$ cat src/rtl/prim_diff_ping_pkg.sv
// Shared types and helpers for the differential-channel ping scheduler.
//   ping_state_e : scheduler FSM states (Idle, Wait, Ping)
//   MaxCh        : widest channel bank that rr_next can serve
//   rr_next()    : round-robin search for the next enabled channel after 'last'
package prim_diff_ping_pkg;

    typedef enum logic [1:0] {
        Idle = 2'd0,
        Wait = 2'd1,
        Ping = 2'd2
    } ping_state_e;

    localparam int unsigned MaxCh = 32;

    // Returns the first index set in 'en' strictly after 'last', wrapping modulo 'num'.
    // Returns 'last' when no channel in range is enabled.
    function automatic int unsigned rr_next(input logic [MaxCh-1:0] en,
                                            input int unsigned      last,
                                            input int unsigned      num);
        int unsigned res;
        int unsigned idx;
        logic        found;
        res   = last;
        found = 1'b0;
        for (int unsigned k = 1; k <= MaxCh; k++) begin
            idx = (last + k) % num;
            if ((k <= num) && !found && en[idx[4:0]]) begin
                res   = idx;
                found = 1'b1;
            end
        end
        return res;
    endfunction

endpackage

$ cat src/rtl/prim_diff_ping_rr.sv
// Round-robin next-channel picker for the ping scheduler.
//   i_en    : per-channel enable mask
//   i_last  : index of the previously pinged channel
//   o_idx   : next enabled channel strictly after i_last (wrapping)
//   o_valid : at least one channel enabled
// NumCh must not exceed prim_diff_ping_pkg::MaxCh.
module prim_diff_ping_rr
    import prim_diff_ping_pkg::*;
#(
    parameter int unsigned NumCh = 4,
    parameter int unsigned CurW  = (NumCh > 1) ? $clog2(NumCh) : 1
) (
    input  logic [NumCh-1:0] i_en,
    input  logic [CurW-1:0]  i_last,
    output logic [CurW-1:0]  o_idx,
    output logic             o_valid
);

    logic [MaxCh-1:0] w_en_ext;

    always_comb begin
        w_en_ext              = '0;
        w_en_ext[NumCh-1:0]   = i_en;
    end

    assign o_idx   = CurW'(rr_next(w_en_ext, 32'(i_last), NumCh));
    assign o_valid = |i_en;

endmodule

$ cat src/rtl/prim_diff_ping_sched.sv
// Periodic ping scheduler for a bank of differential-pair channels.
// Round-robins a one-hot ping request over enabled channels, checks that each ack
// returns within timeout_i cycles, and keeps sticky per-channel failure flags.
// Ports:
//   clk_i, rst_ni : clock, asynchronous active-low reset
//   en_i          : scheduler enable
//   period_i      : idle cycles between pings (0 behaves as 1)
//   timeout_i     : max cycles from req to ack
//   ch_en_i       : per-channel enable
//   ping_ok_i     : decoded ack pulse per channel
//   sigint_i      : decoder signal-integrity flag per channel
//   fail_clr_i    : clear sticky fail per channel
//   ping_req_o    : one-hot ping request, held until ack/timeout/abort
//   ping_fail_o   : sticky failure flags
//   busy_o        : high while pinging
//   cur_ch_o      : index of current/last pinged channel
// Build option: define PRIM_DIFF_PING_SIGINT_EN to turn sigint_i into a failure source.
module prim_diff_ping_sched
    import prim_diff_ping_pkg::*;
#(
    parameter int unsigned  NumCh    = 4,
    parameter int unsigned  PeriodW  = 16,
    parameter int unsigned  TimeoutW = 8,
    localparam int unsigned CurW     = (NumCh > 1) ? $clog2(NumCh) : 1
) (
    input  logic                clk_i,
    input  logic                rst_ni,
    input  logic                en_i,
    input  logic [PeriodW-1:0]  period_i,
    input  logic [TimeoutW-1:0] timeout_i,
    input  logic [NumCh-1:0]    ch_en_i,
    input  logic [NumCh-1:0]    ping_ok_i,
    input  logic [NumCh-1:0]    sigint_i,
    input  logic [NumCh-1:0]    fail_clr_i,
    output logic [NumCh-1:0]    ping_req_o,
    output logic [NumCh-1:0]    ping_fail_o,
    output logic                busy_o,
    output logic [CurW-1:0]     cur_ch_o
);

    ping_state_e         r_state, w_state_next;
    logic [PeriodW-1:0]  r_period_cnt, w_period_next, w_period_load;
    logic [TimeoutW-1:0] r_to_cnt, w_to_next;
    logic [CurW-1:0]     r_cur, w_cur_next;
    // Separate RR anchor so the first ping after reset lands on the lowest enabled channel
    // while cur_ch_o still resets to 0.
    logic [CurW-1:0]     r_last, w_last_next;
    logic [NumCh-1:0]    r_req, w_req_next;
    logic [NumCh-1:0]    r_fail, w_fail_next;

    logic [CurW-1:0]     w_rr_idx;
    logic                w_rr_valid;
    logic [NumCh-1:0]    w_cur_oh, w_ack_mask, w_spurious, w_to_fail, w_sig_fail;
    logic                w_ack, w_cur_en, w_sig_abort;

    prim_diff_ping_rr #(
        .NumCh (NumCh),
        .CurW  (CurW)
    ) u_rr (
        .i_en    (ch_en_i),
        .i_last  (r_last),
        .o_idx   (w_rr_idx),
        .o_valid (w_rr_valid)
    );

    assign w_period_load = (period_i == '0) ? PeriodW'(1) : period_i;
    assign w_cur_oh      = NumCh'(1) << r_cur;
    // Only the channel being pinged may ack; every other ack pulse is spurious.
    assign w_ack_mask    = (r_state == Ping) ? w_cur_oh : '0;
    assign w_spurious    = ping_ok_i & ~w_ack_mask;
    assign w_ack         = |(ping_ok_i & w_ack_mask);
    assign w_cur_en      = |(ch_en_i & w_cur_oh);

`ifdef PRIM_DIFF_PING_SIGINT_EN
    assign w_sig_fail  = sigint_i & ch_en_i;
    assign w_sig_abort = (r_state == Ping) && |(w_sig_fail & w_cur_oh);
`else
    logic w_unused_sigint;
    assign w_unused_sigint = ^sigint_i;
    assign w_sig_fail      = '0;
    assign w_sig_abort     = 1'b0;
`endif

    always_comb begin
        w_state_next  = r_state;
        w_period_next = r_period_cnt;
        w_to_next     = r_to_cnt;
        w_cur_next    = r_cur;
        w_last_next   = r_last;
        w_req_next    = r_req;
        w_to_fail     = '0;
        if (!en_i || !(|ch_en_i)) begin
            w_state_next = Idle;
            w_req_next   = '0;
        end else begin
            unique case (r_state)
                Idle: begin
                    w_state_next  = Wait;
                    w_period_next = w_period_load;
                end
                Wait: begin
                    if ((r_period_cnt <= PeriodW'(1)) && w_rr_valid) begin
                        w_state_next = Ping;
                        w_cur_next   = w_rr_idx;
                        w_last_next  = w_rr_idx;
                        w_to_next    = '0;
                        w_req_next   = NumCh'(1) << w_rr_idx;
                    end else begin
                        w_period_next = r_period_cnt - PeriodW'(1);
                    end
                end
                Ping: begin
                    // Ack is checked before timeout so a same-cycle ack wins.
                    if (!w_cur_en || w_ack || w_sig_abort) begin
                        w_state_next  = Wait;
                        w_period_next = w_period_load;
                        w_req_next    = '0;
                    end else if (r_to_cnt == timeout_i) begin
                        w_to_fail     = w_cur_oh;
                        w_state_next  = Wait;
                        w_period_next = w_period_load;
                        w_req_next    = '0;
                    end else if (r_to_cnt != '1) begin
                        w_to_next = r_to_cnt + TimeoutW'(1);
                    end
                end
                default: begin
                    w_state_next = Idle;
                    w_req_next   = '0;
                end
            endcase
        end
        // Set beats clear.
        w_fail_next = (r_fail & ~fail_clr_i) | w_spurious | w_sig_fail | w_to_fail;
    end

    always_ff @(posedge clk_i or negedge rst_ni) begin
        if (!rst_ni) begin
            r_state      <= Idle;
            r_period_cnt <= '0;
            r_to_cnt     <= '0;
            r_cur        <= '0;
            r_last       <= CurW'(NumCh - 1);
            r_req        <= '0;
            r_fail       <= '0;
        end else begin
            r_state      <= w_state_next;
            r_period_cnt <= w_period_next;
            r_to_cnt     <= w_to_next;
            r_cur        <= w_cur_next;
            r_last       <= w_last_next;
            r_req        <= w_req_next;
            r_fail       <= w_fail_next;
        end
    end

    assign ping_req_o  = r_req;
    assign ping_fail_o = r_fail;
    assign busy_o      = (r_state == Ping);
    assign cur_ch_o    = r_cur;

endmodule

$ cat config.mk
export PLATFORM = sky130hd
export DESIGN_NAME = prim_diff_ping_sched
export DESIGN_NICKNAME = d
export VERILOG_FILES = /design/src/rtl/prim_diff_ping_pkg.sv /design/src/rtl/prim_diff_ping_rr.sv /design/src/rtl/prim_diff_ping_sched.sv
export SDC_FILE = /design/constraint.sdc
export NUM_CORES = 1
export LEC_CHECK = 0
export ABC_AREA = 1
export BUFFER_PORTS_ARGS = -buffer_cell sky130_fd_sc_hd__buf_2
export CAP_MARGIN = 20
export CORE_MARGIN = 3
export CORE_UTILIZATION = 50
export CTS_CLUSTER_SIZE = 30
export DETAILED_ROUTE_END_ITERATION = 8
export GPL_ROUTABILITY_DRIVEN = 0
export PLACE_DENSITY = 0.72
export RECOVER_POWER = 100
export SLEW_MARGIN = 20
export SYNTH_ARGS = -nofsm -noshare
export SYNTH_HDL_FRONTEND = slang
export SYNTH_HIERARCHICAL = 1
export SYNTH_SLANG_ARGS = --single-unit
$ cat constraint.sdc
create_clock -name clk_i -period 2 [get_ports clk_i]
set_input_delay 0.5 -clock clk_i [delete_from_list [all_inputs] [get_ports clk_i]]
set_output_delay 0.5 -clock clk_i [all_outputs]
set_load 0.03 [all_outputs]
==> results.cfg, run 1 <==
[global_route]
grt_max_degree = 29
grt_use_total_pct = 21.2
antenna_found_initial = 0
grt_pass1_wl_um = 13000
overflow = 0
grt_pass1_vias = 3038

[clocking]
clock_sinks = 38
clkSlewWorstSetupHoldPaths_ns = 0.09
clk_latency_ns = 0.31
clk_path_buf_depth = 2
cts_hold_buffers = 0
numCtsBuffers = 5
cts_tree = done
root_buffer = clkbuf_8
htree_levels = 2

[floorplan]
core_area_sq_um = 6100
initial_core_util_pct = 53.4
ioPinCount = 54
die_w_um = 86.7
die-height_um = 86.7
row_count = 28
die_area_sq_um = 7520

[sta]
period_needed_ns = 1.93
fin_crit_sh_pct = 96.5
rsz0062_at_grt = yes
relSlewSlack_pct = 36.3
clock_skew_ns = 0.00726
fmax_mhz = 518
worstMarginPinSlew_ns = 0.956
setup_violations = 0
hold_viol = 0
drv_slew = 0

[final_layout]
final_common_cell = nand2_1
syn_to_final_growth_pct = 21.1
final_cell_mix = nand2_1, inv_1, nand3_1, nor2_1, buf_2
stdcell_count = 620
final_nets = 595
design_area_sq_um = 3940
drive_gt1_share_pct = 29.9
n_antenna_cell = 0

[flow_run]
cap_viol_max_count = 0

[synthesis]
synth-seq-cells = 38
ys_seq_area_share_pct = 29.3
yosysWarnings = 6
synth_fp_nets = 518
synthCells = 467
avgSynthCellArea_sq_um = 6.97
synth.cell_area_sq_um = 3260
synth_cell_types = 40

[route]
drtIter0Drc = 220
postRouteAntennaNets = 0
wire_per_inst_um = 12.6
post_drt_via_cell_ratio = 5.17
wl_um = 7830
remaining_drc_errors = 0
drt-pass1-iter-count = 5
routed-via-count = 3206

[setup_path]
critPathLaunchType = flop
worst_setup_path_end_kind = flop
path_max_fanout = 4
critical_path_arrival_ns = 2.17
required_ns = 2.24
path_class = reg -> reg

[placement]
place_hpwl_um = 5670
dp_cells = 605
io_buffers = 49
dpl_cell_area_sq_um = 3700

[power_and_ir_drop]
total_power_uw = 4040
power_density_nw_per_um2 = 1030
p_leak_uw = 0.00198
vdd_ir_drop_max_uv = 675

[worst_hold_path]
hold_class = in -> async

[outcome]
status = completed
synthesized netlist by cell type:
library cell	count	area share [%]
nand2_2	15	2.9
nor2_2	7	1.3
xor2_1	8	2.2
clkbuf_1	2	0.23
a31oi_1	1	0.19
nand2_1	142	16
dfrtp_1	36	28
dfstp_2	2	1.6
mux2i_1	2	0.61
nand3_1	45	6.9
nand3_2	1	0.31
nor4_1	4	0.77
nor2_1	40	4.6
inv_2	7	0.81
o21ai_1	3	0.46
buf_4	1	0.23
nand4_1	10	1.9
a21oi_2	1	0.27
o21ai_0	12	1.8
nor3_1	4	0.61
ha_1	8	3.1
inv_8	1	0.35
nand2_8	1	0.61
buf_12	2	1.2
nand2_4	10	3.5
or2_2	2	0.38
o31ai_1	5	1.2
a21oi_1	11	1.7
buf_1	1	0.12
a21oi_4	1	0.50
a211oi_1	1	0.23
nand3_4	2	1.1
o21ai_2	13	3.5
xnor2_1	2	0.54
or4_1	1	0.23
inv_1	48	5.5
nor2_4	5	1.7
nor3b_1	1	0.23
buf_6	4	1.4
a22oi_1	5	1.2
critical path: stages (launching register included):
cell and delay, ns:
dfstp_2 0.57, buf_4 0.14, nand2_1 0.05, nand2_1 0.09, nand2_2 0.07, nand2_4 0.10
xor2_1 0.16, nand2_1 0.08, nand2_2 0.11, inv_2 0.06, nor4_2 0.23, nand4_1 0.11
nand2_1 0.09
registers in the layout, indices dropped and copies added, names as in the netlist:
signal	cells
cur_ch_o	2
ping_fail_o	4
r_period_cnt	16
r_last	2
r_state	2
r_to_cnt	8
ping_req_o	4
cell families (layout without fill, tap and decap cells):
| kind of cell | after synthesis | count (layout) | share of synthesized area (%) |
|---|---|---|---|
| buffers and inverters | 66 | 143 | 9.88 |
| multiplexers | 2 | 2 | 0.615 |
| AND/OR/NAND/NOR | 290 | 291 | 43.5 |
| flip-flops | 38 | 38 | 29.3 |
| adder cells (fa/ha/maj) | 8 | 8 | 3.07 |
| AO/OA/AOI/OAI | 53 | 53 | 11.0 |
| XOR/XNOR | 10 | 10 | 2.69 |
area by class of cell:
type | instances | area, sq um
repair buffers | 79 | 467
inverters | 56 | 218
clock buffers | 5 | 68.8
well taps | 75 | 93.8
clock inverters | 3 | 45.0
multi-input cells | 364 | 2090
fillers | 564 | 2150
flip-flops and latches | 38 | 955
where the power goes:
group          switching, uW  total [uW]  leakage, uW  internal, uW
logic                   1290        2120      0.00145           827
registers                264        1240     0.000480           975
clock network            315         687    0.0000504           371
stage by stage:
stage | hold slack (ns) | TNS [ns] | util [%] | worst slack (ns)
after floorplan | 0.204 | 0 | - | 0.00330
after global placement | 0.452 | -2.95 | 60.6 | -0.156
after detailed placement | 0.457 | -3.21 | 60.6 | -0.190
after CTS | 0.131 | 0 | 62.7 | 0.00774
after global routing | 0.379 | -0.116 | 64.7 | -0.0371
final | 0.313 | 0 | 64.7 | 0.0709
what timing repair did:
action	CTS	global route
cloned	0	1
gates resized for setup	1	26
pin swaps	0	14
setup buffers	1	6
endpoints found under the setup margin	4	22
worst paths after layout:
path | startpoint | to | slack (ns) | cells past startpoint
max in group asynchronous | rst_ni | r_period_cnt[11] | 0.55 | 2
max reg2reg | r_last[0] | ping_req_o[3] | 0.07 | 12
min reg2reg | ping_req_o[0] | ping_req_o[0] | 0.48 | 2
max | r_last[0] | ping_req_o[3] | 0.07 | 12
min in group clk_i | ping_ok_i[1] | ping_fail_o[1] | 0.44 | 3
min | rst_ni | r_period_cnt[15] | 0.31 | 1
metal layers:
metal / share of wire, % / global-route usage, % / vias to the layer above
met4: 1.3 / 7.51 / 0
met5: 0 / 0 / -
met3: 5.5 / 3.04 / 10
li1: - / - / 1658
met1: 46 / 27.0 / 1444
met2: 47 / 36.6 / 94
(Power assumes the default switching activity.)
==> run 2: changes to the inputs <==
==> constraint.sdc (replaced) <==
create_clock -name clk_i -period 2 [get_ports clk_i]
set_input_delay 0.2 -clock clk_i [delete_from_list [all_inputs] [get_ports clk_i]]
set_output_delay 0.2 -clock clk_i [all_outputs]
set_load 0.03 [all_outputs]
==> results.cfg, run 2 (synthesis results as in run 1) <==
[route]
wire_per_inst_um = 12.9
wl_um = 7900
post_drt_via_cell_ratio = 5.17
postRouteAntennaNets = 0
drt-pass1-iter-count = 4
drtIter0Drc = 202
routed-via-count = 3166
remaining_drc_errors = 0

[sta]
worstMarginPinSlew_ns = 0.929
setup_violations = 0
hold_viol = 0
clock_skew_ns = 0.00474
fmax_mhz = 509
drv_slew = 0
relSlewSlack_pct = 38.1
fin_crit_sh_pct = 98.3
rsz0062_at_grt = yes
period_needed_ns = 1.97
tns_ns = 0
hold_ws_ns = 0.139

[floorplan]
die_area_sq_um = 7520
die_w_um = 86.7
initial_core_util_pct = 53.4
core_area_sq_um = 6100
row_count = 28
ioPinCount = 54
die-height_um = 86.7

[clocking]
clk_path_buf_depth = 2
numCtsBuffers = 5
clk_latency_ns = 0.31
clock_sinks = 38
root_buffer = clkbuf_8
clkSlewWorstSetupHoldPaths_ns = 0.08
cts_tree = done
htree_levels = 2

[global_route]
antenna_found_initial = 0
grt_use_total_pct = 21.7
overflow = 0
grt_pass1_vias = 3018
grt_pass1_wl_um = 13300
grt_max_degree = 29

[final_layout]
stdcell_count = 612
n_antenna_cell = 0
fillCellCount = 589
largest_registers = r_period_cnt (16), r_to_cnt (8)
largest_reg_flops = 16
final_cell_mix = nand2_1, inv_1, nand3_1, nor2_1, buf_2
design_area_sq_um = 3840
drive_gt1_share_pct = 27.6
final_common_cell = nand2_1
top_register = r_period_cnt
syn_to_final_growth_pct = 17.9
final_nets = 587

[power_and_ir_drop]
power_density_nw_per_um2 = 978
total_power_uw = 3750
vdd_ir_drop_max_uv = 623
p_leak_uw = 0.00193

[setup_path]
path_common_cell = nand2_1
critPathTopFamily = simple AND/OR/NAND/NOR gates
path_class = reg -> reg
required_ns = 2.25
critPathLaunchType = flop
crit_buf_inv = 2
cp_slowest_stage_delay_ns = 0.56
path_cells = buf_12 > nand2_1 > nand2_2 > nand2_4 > nand2_4 > xor2_1 > nand2_1 > nand2_2 > inv_2 > nor4_2 > nand4_1 > nand2_1
worst_setup_path_end_kind = flop
critical_path_arrival_ns = 2.21
cpMaxStageDelayCell = dfstp_2
path_max_fanout = 5

[outcome]
status = completed

[worst_hold_path]
hold_class = in -> reg

[placement]
io_buffers = 49
place_hpwl_um = 5750
dpl_cell_area_sq_um = 3600
dp_cells = 595

[flow_run]
cap_viol_max_count = 0
[run 2: changes by cell type in the layout (fill, tap and decap cells not counted), sizes merged]
cell,delta
bufinv,-1
dlygate4sd3,+1
clkinvlp,-1
buf,-12
clkbuf,+4
clkinv,+1
[run 2: timing repair]
item | in CTS | in global routing
hold buffers | 1 | 0
gates cloned | 0 | 1
pin swaps | 0 | 17
setup endpoints to repair | 2 | 31
buffers inserted | 3 | 4
endpoints found under the hold margin | 12 | 0
resized for setup | 0 | 24
[run 2: tightest hold or removal path: cells and delay by family]
kind | cells | cell delay (ns)
AO/OA/AOI/OAI | 2 | 0.12
buffers and inverters | 1 | 0.09
[run 2: report_power, final]
group | switching, uW | internal [uW]
combinational | 1220 | 717
clock | 304 | 277
sequential | 259 | 973
[run 2: worst paths after layout]
check,startpoint,to,slack (ns),depth (start not counted)
max in group asynchronous,rst_ni,r_last[0],0.55,3
setup reg to reg,r_last[0],ping_req_o[1],0.03,12
setup / recovery,r_last[0],ping_req_o[1],0.03,12
min in group asynchronous,rst_ni,ping_fail_o[3],0.54,2
hold / removal,ping_ok_i[1],ping_fail_o[1],0.14,3
hold reg to reg,ping_req_o[0],ping_req_o[0],0.48,2
[run 2: layer usage]
layer / global-route usage [%] / vias up / wire length, um
met2: 36.6 / 75 / 3830
met3: 3.14 / 10 / 370
met4: 7.08 / 0 / 101
li1: - / 1643 / -
met1: 28.7 / 1438 / 3600
met5: 0 / - / 0
[run 2: layout make-up]
type	count	area, sq um	area share (%)
timing repair buffer	71	403	10.5
tap	75	93.8	2.44
clock inverter	2	12.5	0.326
inverter	56	218	5.67
multi-input combinational	364	2080	54.1
sequential	38	953	24.8
clock buffer	6	82.6	2.15
[run 2: per-stage QoR]
step	setup slack, ns	utilization, %
2_1_floorplan	0.00330	-
3_3_place_gp	0.0544	59.0
3_5_place_dp	-0.00364	59.0
4_1_cts	0.0171	61.2
5_1_grt	-0.0870	63.0
6_report	0.0342	63.0
==> run 3: changes to the inputs <==
--- a/config.mk
+++ b/config.mk
@@ -9,11 +9,11 @@
 export BUFFER_PORTS_ARGS = -buffer_cell sky130_fd_sc_hd__buf_2
 export CAP_MARGIN = 20
 export CORE_MARGIN = 3
-export CORE_UTILIZATION = 50
+export CORE_UTILIZATION = 57
 export CTS_CLUSTER_SIZE = 30
 export DETAILED_ROUTE_END_ITERATION = 8
 export GPL_ROUTABILITY_DRIVEN = 0
-export PLACE_DENSITY = 0.72
+export PLACE_DENSITY = 0.81
 export RECOVER_POWER = 100
 export SLEW_MARGIN = 20
 export SYNTH_ARGS = -nofsm -noshare
==> results.cfg, run 3 (synthesis results as in run 1) <==
[sta]
hold_ws_ns = 0.137
rsz0062_at_grt = yes
layout_setup_ws_ns = -0.0529
clock_skew_ns = 0.0120
period_needed_ns = 2.05
relSlewSlack_pct = 34.9
setup_violations = 2
hold_viol = 0
fin_crit_sh_pct = 103
fmax_mhz = 487
worstMarginPinSlew_ns = 0.976
drv_slew = 0

[route]
remaining_drc_errors = 0
postRouteAntennaNets = 0
drtIter0Drc = 179
routed-via-count = 3254
post_drt_via_cell_ratio = 5.39
wl_um = 8080
drt-pass1-iter-count = 4
wire_per_inst_um = 13.4

[placement]
dp_cells = 589
place_hpwl_um = 5590
io_buffers = 49
dpl_cell_area_sq_um = 3580

[global_route]
antenna_found_initial = 0
grt_pass1_wl_um = 12500
grt_max_degree = 39
overflow = 0
grt_pass1_vias = 2921
grt_use_total_pct = 23.7

[setup_path]
critPathLaunchType = flop
required_ns = 2.23
path_max_fanout = 7
critical_path_arrival_ns = 2.29
r2r_end = ping_req_o[1]
reg2regPathDepth = 11
r2r_slack_ns = -0.05
reg2reg_from = r_last[0]
worst_setup_path_end_kind = flop
path_class = reg -> reg

[worst_hold_path]
whs_path_depth = 3
hold_class = in -> reg
hold_end = ping_fail_o[3]
min_from = ping_ok_i[3]

[clocking]
htree_levels = 2
cts_tree = done
clk_latency_ns = 0.30
numCtsBuffers = 5
clkSlewWorstSetupHoldPaths_ns = 0.08
clk_path_buf_depth = 2
root_buffer = clkbuf_8
clock_sinks = 38

[floorplan]
die_w_um = 81.6
core_area_sq_um = 5300
row_count = 26
die-height_um = 81.6
ioPinCount = 54
die_area_sq_um = 6650
initial_core_util_pct = 61.4

[final_layout]
finish.utilization_pct = 72.1
top_register = r_period_cnt
largest_reg_flops = 16
largest_registers = r_period_cnt (16), r_to_cnt (8)
syn_to_final_growth_pct = 17.4
stdcell_count = 604
n_antenna_cell = 0
fillCellCount = 438
final_cell_mix = nand2_1, inv_1, nand3_1, nor2_1, buf_2
drive_gt1_share_pct = 26.6
final_common_cell = nand2_1
design_area_sq_um = 3820
final_nets = 584

[power_and_ir_drop]
vdd_ir_drop_max_uv = 709
p_leak_uw = 0.00192
total_power_uw = 3770
power_density_nw_per_um2 = 988

[outcome]
status = complete, but fails checks
violations = negative setup slack

[flow_run]
cap_viol_max_count = 0
==> run 3: cell count changes in the layout (fill, tap and decap cells not counted), sizes merged <==
cell	change
buf	-1
clkbuf	-1
clkinvlp	-1
==> run 3: per-stage QoR <==
stage          setup TNS [ns]  setup WS [ns]
6_report              -0.0710        -0.0529
5_1_grt                 -1.04         -0.146
4_1_cts                     0       0.000178
3_5_place_dp          -0.0508        -0.0508
3_3_place_gp                0         0.0559
2_1_floorplan               0        0.00330
==> run 3: area by class of cell <==
| class | instances | area (sq um) | area share (%) |
|---|---|---|---|
| Multi-Input combinational cell | 364 | 2080 | 54.5 |
| Timing Repair Buffer | 68 | 383 | 10.0 |
| Sequential cell | 38 | 955 | 25.0 |
| Clock inverter | 1 | 5.00 | 0.131 |
| Inverter | 56 | 223 | 5.83 |
| Clock buffer | 7 | 86.3 | 2.26 |
| Tap cell | 70 | 87.6 | 2.29 |
==> run 3: layer usage <==
metal / up-vias / track usage, % / share of wire, %
li1: 1636 / - / -
met1: 1479 / 29.0 / 43
met2: 116 / 40.9 / 48
met3: 23 / 3.40 / 5.8
met4: 0 / 11.1 / 2.7
met5: - / 0 / 0
==> run 3: report_power, final <==
part	switching (uW)	internal [uW]	total (uW)
combinational	1260	708	1970
clock	291	279	570
sequential	263	973	1240
==> run 3: how the worst max path moves through the flow <==
stage          cells after the start          endpoint  startpoint
2_1_floorplan                     14  r_period_cnt[12]  r_state[0]
3_5_place_dp                      11     ping_req_o[1]   r_last[0]
3_3_place_gp                      12     ping_req_o[2]   r_last[0]
5_1_grt                           12     ping_req_o[1]   r_last[1]
6_report                          11     ping_req_o[1]   r_last[0]
4_1_cts                           12   r_period_cnt[6]  r_state[1]
==> run 3: critical path, cell delays in order, from the launching register on <==
cell and delay [ns]:
dfstp_2 0.56, buf_12 0.12, inv_8 0.05, nand2_1 0.09
nand3_1 0.13, a21oi_2 0.21, nand3_1 0.13, nand2_2 0.13
inv_4 0.06, nor4_4 0.28, nand4_1 0.13, nand2_1 0.10
==> run 3: what timing repair did <==
action | CTS | global route
hold endpoints to repair | 36 | 0
gates cloned | 0 | 1
hold buffers | 1 | 0
pin swaps | 0 | 18
gates resized for setup | 2 | 23
endpoints found under the setup margin | 3 | 30
buffers inserted | 3 | 2
